$ cat config.mk
export PLATFORM = sky130hd
export DESIGN_NAME = serial_link_link_ctrl
export DESIGN_NICKNAME = d
export VERILOG_FILES = /design/src/rtl/serial_link_link_ctrl.sv
export SDC_FILE = /design/constraint.sdc
export NUM_CORES = 1
export LEC_CHECK = 0
export ABC_AREA = 1
export BUFFER_PORTS_ARGS = -buffer_cell sky130_fd_sc_hd__buf_2
export CAP_MARGIN = 40
export CORE_ASPECT_RATIO = 1.1
export CORE_MARGIN = 1.5
export CORE_UTILIZATION = 58
export CTS_BUF_LIST = sky130_fd_sc_hd__clkbuf_8
export CTS_CLUSTER_DIAMETER = 120
export DETAILED_ROUTE_END_ITERATION = 6
export GPL_ROUTABILITY_DRIVEN = 1
export GPL_TIMING_DRIVEN = 0
export PLACE_DENSITY = 0.81
export SLEW_MARGIN = 30
export SYNTH_ARGS = -nofsm -noshare
export SYNTH_HDL_FRONTEND = slang
export SYNTH_SLANG_ARGS = --single-unit
$ cat constraint.sdc
create_clock -name clk_i -period 1.9 [get_ports clk_i]
set_input_delay 0.285 -clock clk_i [delete_from_list [all_inputs] [get_ports clk_i]]
set_output_delay 0.285 -clock clk_i [all_outputs]
set_load 0.02 [all_outputs]
$ cat src/rtl/serial_link_link_ctrl.sv
// Serial-link bring-up/shutdown controller: sequences link clock, reset and
// AXI isolation through a Moore FSM with a shared per-state cycle counter.
module serial_link_link_ctrl #(
  parameter int ResetCycles   = 16,
  parameter int TimeoutCycles = 1024
) (
  input  logic       clk_i,
  input  logic       rst_i,
  input  logic       start_i,
  input  logic       stop_i,
  input  logic       err_clr_i,
  input  logic [1:0] isolated_i,
  output logic [1:0] isolate_o,
  output logic       clk_ena_o,
  output logic       reset_no,
  output logic       link_up_o,
  output logic       err_o,
  output logic [2:0] state_o
);

  localparam int MaxCycles = (ResetCycles > TimeoutCycles) ? ResetCycles : TimeoutCycles;
  localparam int CntW      = $clog2(MaxCycles + 1);

  localparam logic [CntW-1:0] RstLast = CntW'(ResetCycles - 1);
  localparam logic [CntW-1:0] TmoLast = CntW'(TimeoutCycles - 1);
  localparam logic [CntW-1:0] CntMax  = {CntW{1'b1}};

  typedef enum logic [2:0] {
    OFF      = 3'd0,
    RST_HOLD = 3'd1,
    DEISO    = 3'd2,
    UP       = 3'd3,
    ISO      = 3'd4,
    HALT     = 3'd5,
    ERR      = 3'd6
  } state_e;

  state_e          state_q, state_d;
  logic [CntW-1:0] cnt_q, cnt_d;
  logic            clk_ena_q, reset_n_q, link_up_q, err_q;
  logic [1:0]      isolate_q;

  // Output bundle {clk_ena, reset_n, isolate[1:0], link_up, err} per state.
  function automatic logic [5:0] decode(input state_e st);
    case (st)
      OFF:      decode = 6'b0_0_11_0_0;
      RST_HOLD: decode = 6'b1_0_11_0_0;
      DEISO:    decode = 6'b1_1_00_0_0;
      UP:       decode = 6'b1_1_00_1_0;
      ISO:      decode = 6'b1_1_11_0_0;
      HALT:     decode = 6'b1_0_11_0_0;
      ERR:      decode = 6'b1_0_11_0_1;
      default:  decode = 6'b0_0_11_0_0;
    endcase
  endfunction

  always_comb begin
    state_d = state_q;
    case (state_q)
      OFF: begin
        if (start_i && !stop_i) state_d = RST_HOLD;
      end
      RST_HOLD: begin
        if (stop_i)                state_d = HALT;
        else if (cnt_q == RstLast) state_d = DEISO;
      end
      DEISO: begin
        if (stop_i)                    state_d = ISO;
        else if (isolated_i == 2'b00)  state_d = UP;
        else if (cnt_q == TmoLast)     state_d = ERR;
      end
      UP: begin
        if (stop_i)                    state_d = ISO;
        else if (isolated_i != 2'b00)  state_d = ERR;
      end
      ISO: begin
        if (isolated_i == 2'b11)       state_d = HALT;
        else if (cnt_q == TmoLast)     state_d = ERR;
      end
      HALT: begin
        if (cnt_q == RstLast) state_d = OFF;
      end
      ERR: begin
        if (err_clr_i) state_d = OFF;
      end
      default: state_d = OFF;
    endcase
  end

  // Counter restarts on each state entry and saturates rather than wrapping.
  always_comb begin
    cnt_d = cnt_q;
    if (state_d != state_q)  cnt_d = '0;
    else if (cnt_q != CntMax) cnt_d = cnt_q + 1'b1;
  end

  always_ff @(posedge clk_i) begin
    if (rst_i) begin
      state_q   <= OFF;
      cnt_q     <= '0;
      clk_ena_q <= 1'b0;
      reset_n_q <= 1'b0;
      isolate_q <= 2'b11;
      link_up_q <= 1'b0;
      err_q     <= 1'b0;
    end else begin
      state_q <= state_d;
      cnt_q   <= cnt_d;
      {clk_ena_q, reset_n_q, isolate_q, link_up_q, err_q} <= decode(state_d);
    end
  end

  assign clk_ena_o = clk_ena_q;
  assign reset_no  = reset_n_q;
  assign isolate_o = isolate_q;
  assign link_up_o = link_up_q;
  assign err_o     = err_q;
  assign state_o   = state_q;

endmodule
Word-level counts from Yosys, hierarchy flattened --
Index checks and enable logic that the tools add are counted.
Word-level totals: output and inout bits 9, bits in registers 20, logic and storage cells 45
Cells by class: muxes and demuxes 13, reductions and logical operators 7, $add $sub $neg 1, equal/unequal tests 17
Operators by type and width (count):
- 3-bit 2-to-1 mux | 11
- 6-bit case mux with 5 select lines | 1
- 3-bit case mux with 7 select lines | 1
- 3-bit equality test, second input constant | 6
- 3-bit by 2-bit equality test with 1-bit output, second input constant | 4
- 11-bit by 1-bit adder with 11-bit output, second input constant | 1
- 11-bit by 10-bit equality test with 1-bit output, second input constant | 1
- 11-bit by 4-bit equality test with 1-bit output, second input constant | 1
- 11-bit inequality test, second input constant | 1
- 3-bit by 1-bit equality test with 1-bit output, second input constant | 2
- 2-bit OR reduction | 2
- 3-bit zero test | 1
- 3-bit inequality test | 1
- 2-bit equality test, second input constant | 1
- 2-bit zero test | 1
- 2-bit nonzero test | 1
- 1-bit logical AND | 1
- 1-bit zero test | 1

Longest topological paths before layout --
depth after elaboration 8, mapped depth 13, depth with buffers taken out 12

Least setup slack after synthesis --
Ideal clock, no wire load.
path type reg2reg, start register cnt_q[1], end register cnt_q[6], arrival 1.466 ns, data required time 1.783 ns, slack 0.317 ns, buffers on the path 1, stages on the path, launching flop included 14, cells stage by stage dfxtp_1 ha_1 nand3_1 nor2_2 nand2_1 nand2_1 nand2_2 nor2_4 nand3_2 nand2_1 nand2_1 nand3_2 buf_6 nor2_2
Between the ends: cells in the longest elaborated chain, start to end 7
RTL lines:
- from (decl) | line 39 | logic [CntW-1:0] cnt_q, cnt_d;
- from (signal assigned) | line 108 | cnt_q <= cnt_d;
- 11-bit by 10-bit equality test with 1-bit output | line 70, 78
- 3-bit 2-to-1 mux | line 70, 78
- 3-bit 2-to-1 mux | line 69 | else if (isolated_i == 2'b00) state_d = UP;
- 3-bit 2-to-1 mux | line 68 | if (stop_i) state_d = ISO;
- 3-bit case mux with 7 select lines | line 59 | case (state_q)
- 3-bit inequality test | line 93 | if (state_d != state_q) cnt_d = '0;
- 2-bit OR reduction (no source line)
Parallel ways exist; a longest one is shown, timed or not. A chain may end at the register's enable or synchronous reset.

Worst setup path after layout --
start register cnt_q[1], end register cnt_q[1]
The elaborated chain is that of the path after synthesis.

==> results.toml <==
[placement]
place_ws_ns = 0.0914
port_buffers = 15
hpwl_microns = 1710
gp_congestion = 0.883
placed_cell_area_sq_um = 1220

[global_routing]
grt_util_all_layers_pct = 24.1
grt_max_degree = 12
overflow = 0
grt_antenna_before_repair = 0
grt_pass1_wl_microns = 4000
grt_pass1_vias = 962

[yosys]
ys_seq_elements = 19
yosysSeqAreaShare_pct = 33.8
postSynthAreaPerCell_sq_um = 6.70
synth_edf_count = 0
synthesis.nets = 176
synth-main-ff-cell = "dfxtp_1"
synthCells = 168
yosysUniqueCellTypes = 22
netlist_area_sq_um = 1120
synth-async-reset-ratio_pct = 0
yosys_warnings = 0

[status]
outcome = "finished clean"

[sta]
fin_skew_ns = 0.00274
hold_viol_final = 0
worst_pin_slew_ns = 0.324
fmax_mhz = 560
slew_violations = 0
min_period_ns = 1.79
finalSetupViolations = 0
worst_slack_ns = 0.113
fin_setup_tns_ns = 0
max_slew_margin_pct = 78.3
finalCritPeriodShare_pct = 94.0
hold_ws_ns = 0.239

[route]
via_per_inst = 5.42
post-route-drc-count = 0
wl_per_cell_microns = 11.7
drt_pass1_iterations = 4
drtAntennaViolNets = 0
vias = 1127
wl_microns = 2440
drt_iter0_markers = 22

[clock_network]
clk_latency_ns = 0.26
clk_pin_slew_worst_paths_ns = 0.07
root_buffer = "clkbuf_8"
cts_buffer_depth = 2
cts_max_level = 1
cts_hold_buffers = 0
cts.sinks = 19
cts_buffers = 3
cts_tree = "yes"

[setup_path]
endpoint_kind = "flip-flop"
crit_type = "flip-flop to flip-flop"
arrival_ns = 1.98
cp.required_ns = 2.09
crit_fanout = 5
timing.reg2reg.setup_slack_ns = 0.11
start_kind = "flip-flop"

[layout]
area_growth_pct = 20.0
drive_gt1_share_pct = 31.1
regArea_sq_um = 383
fillers = 138
antenna_cells = 0
final_area_sq_um = 1350
final_common_cell = "nand2_1"
final_net_count = 199
multi_input_area_sq_um = 682
mostFrequentLayoutCells = "nand2_1 (43), nor2_1 (22), inv_1 (18)"

[pwr]
pwr-share-comb_pct = 29.3
p_leak_uw = 0.000622
power_frac_clock_pct = 27.6
power_density_nw_per_um2 = 758
p_int_uw = 693
switching_share_pct = 32.3
p_seq_share_pct = 43.1
net-switching-power_uw = 331
peakVddDrop_mv = 0.612

[floorplanning]
die_h_microns = 49.2
pin_count = 16
die_w_microns = 45.0
coreArea_sq_um = 1800
initial_core_util_pct = 62.4
rows = 16
die_area_sq_um = 2210

[min_path]
hp-class = "input pin to flip-flop"

[job]
max_cap_viol_count = 0
cell families (layout without fill, tap and decap cells):
family / Yosys count / count (layout) / synth area share, %
xor+xnor: 8 / 8 / 6.23
buf+inv: 23 / 45 / 8.68
simple gates: 109 / 109 / 46.1
compound gates: 8 / 8 / 4.12
fa+ha+maj: 1 / 1 / 1.11
flops: 19 / 19 / 33.8
repair_timing:
item	in CTS	in global routing
buffers inserted	0	2
endpoints found under the setup margin	0	10
gates resized for setup	0	12
critical path, stage by stage (launching register included):
cell	delay, ns
dfxtp_2	0.36
ha_2	0.18
nand3_1	0.11
nor2_2	0.15
nand2_1	0.09
nand2_1	0.08
nand2_2	0.06
nor2_4	0.13
nand4_1	0.12
nand2_2	0.10
nand3_4	0.10
buf_8	0.15
nor2_2	0.08
per-layer routing:
| metal | vias up | GRT usage, % | part of all wire [%] |
|---|---|---|---|
| met3 | 12 | 5.56 | 4.3 |
| li1 | 569 | - | - |
| met4 | 0 | 11.8 | 2.9 |
| met2 | 34 | 39.3 | 53 |
| met5 | - | 0 | 0 |
| met1 | 512 | 28.7 | 40 |
cell usage after synthesis (3+ instances only):
| cell type | n | share of area [%] |
|---|---|---|
| dfxtp_1 | 19 | 34 |
| nand4_1 | 4 | 2.2 |
| nor3_2 | 3 | 2.7 |
| nor2_2 | 13 | 7.2 |
| nand2_1 | 46 | 15 |
| xor2_1 | 6 | 4.7 |
| nand3_1 | 11 | 4.9 |
| a21oi_1 | 5 | 2.2 |
| nor2_1 | 24 | 8.0 |
| nand3_2 | 3 | 2.7 |
| inv_1 | 18 | 6.0 |
| inv_2 | 3 | 1.0 |
final timing paths:
check | start | cells past startpoint | endpoint
worst min register to register | cnt_q[1] | 4 | cnt_q[1]
worst min-delay path | rst_i | 2 | link_up_o
worst max register to register | cnt_q[1] | 12 | cnt_q[1]
worst max-delay path | cnt_q[1] | 12 | cnt_q[1]
registers in the layout (all words and copies together) (netlist names):
name / flops
clk_ena_o: 1
cnt_q: 11
err_o: 1
isolate_o: 1
link_up_o: 1
reset_no: 1
state_o: 3
power groups by stage:
stage	clock, uW	sequential, uW	combinational (uW)
after floorplan	0	459	162
after global placement	0	446	225
after detailed placement	0	446	231
after CTS	288	438	234
after global routing	309	443	329
final	283	441	300
final cells by class:
type                       count  area share [%]
multi-input combinational    126            50.5
sequential                    19            28.4
timing repair buffer          18            8.53
inverter                      21            5.84
clock buffer                   3            3.06
buffer                         2            1.67
tap                           18            1.67
clock inverter                 1           0.371
through the flow:
| step | total power (uW) | instances | util (%) |
|---|---|---|---|
| floorplan | 621 | 168 | - |
| global placement | 671 | 201 | 67.8 |
| detailed placement | 677 | 201 | 67.8 |
| CTS | 960 | 205 | 70.4 |
| global route | 1080 | 208 | 74.9 |
| finish | 1020 | 208 | 74.9 |
No activity file was read; power rests on OpenSTA's default activity.
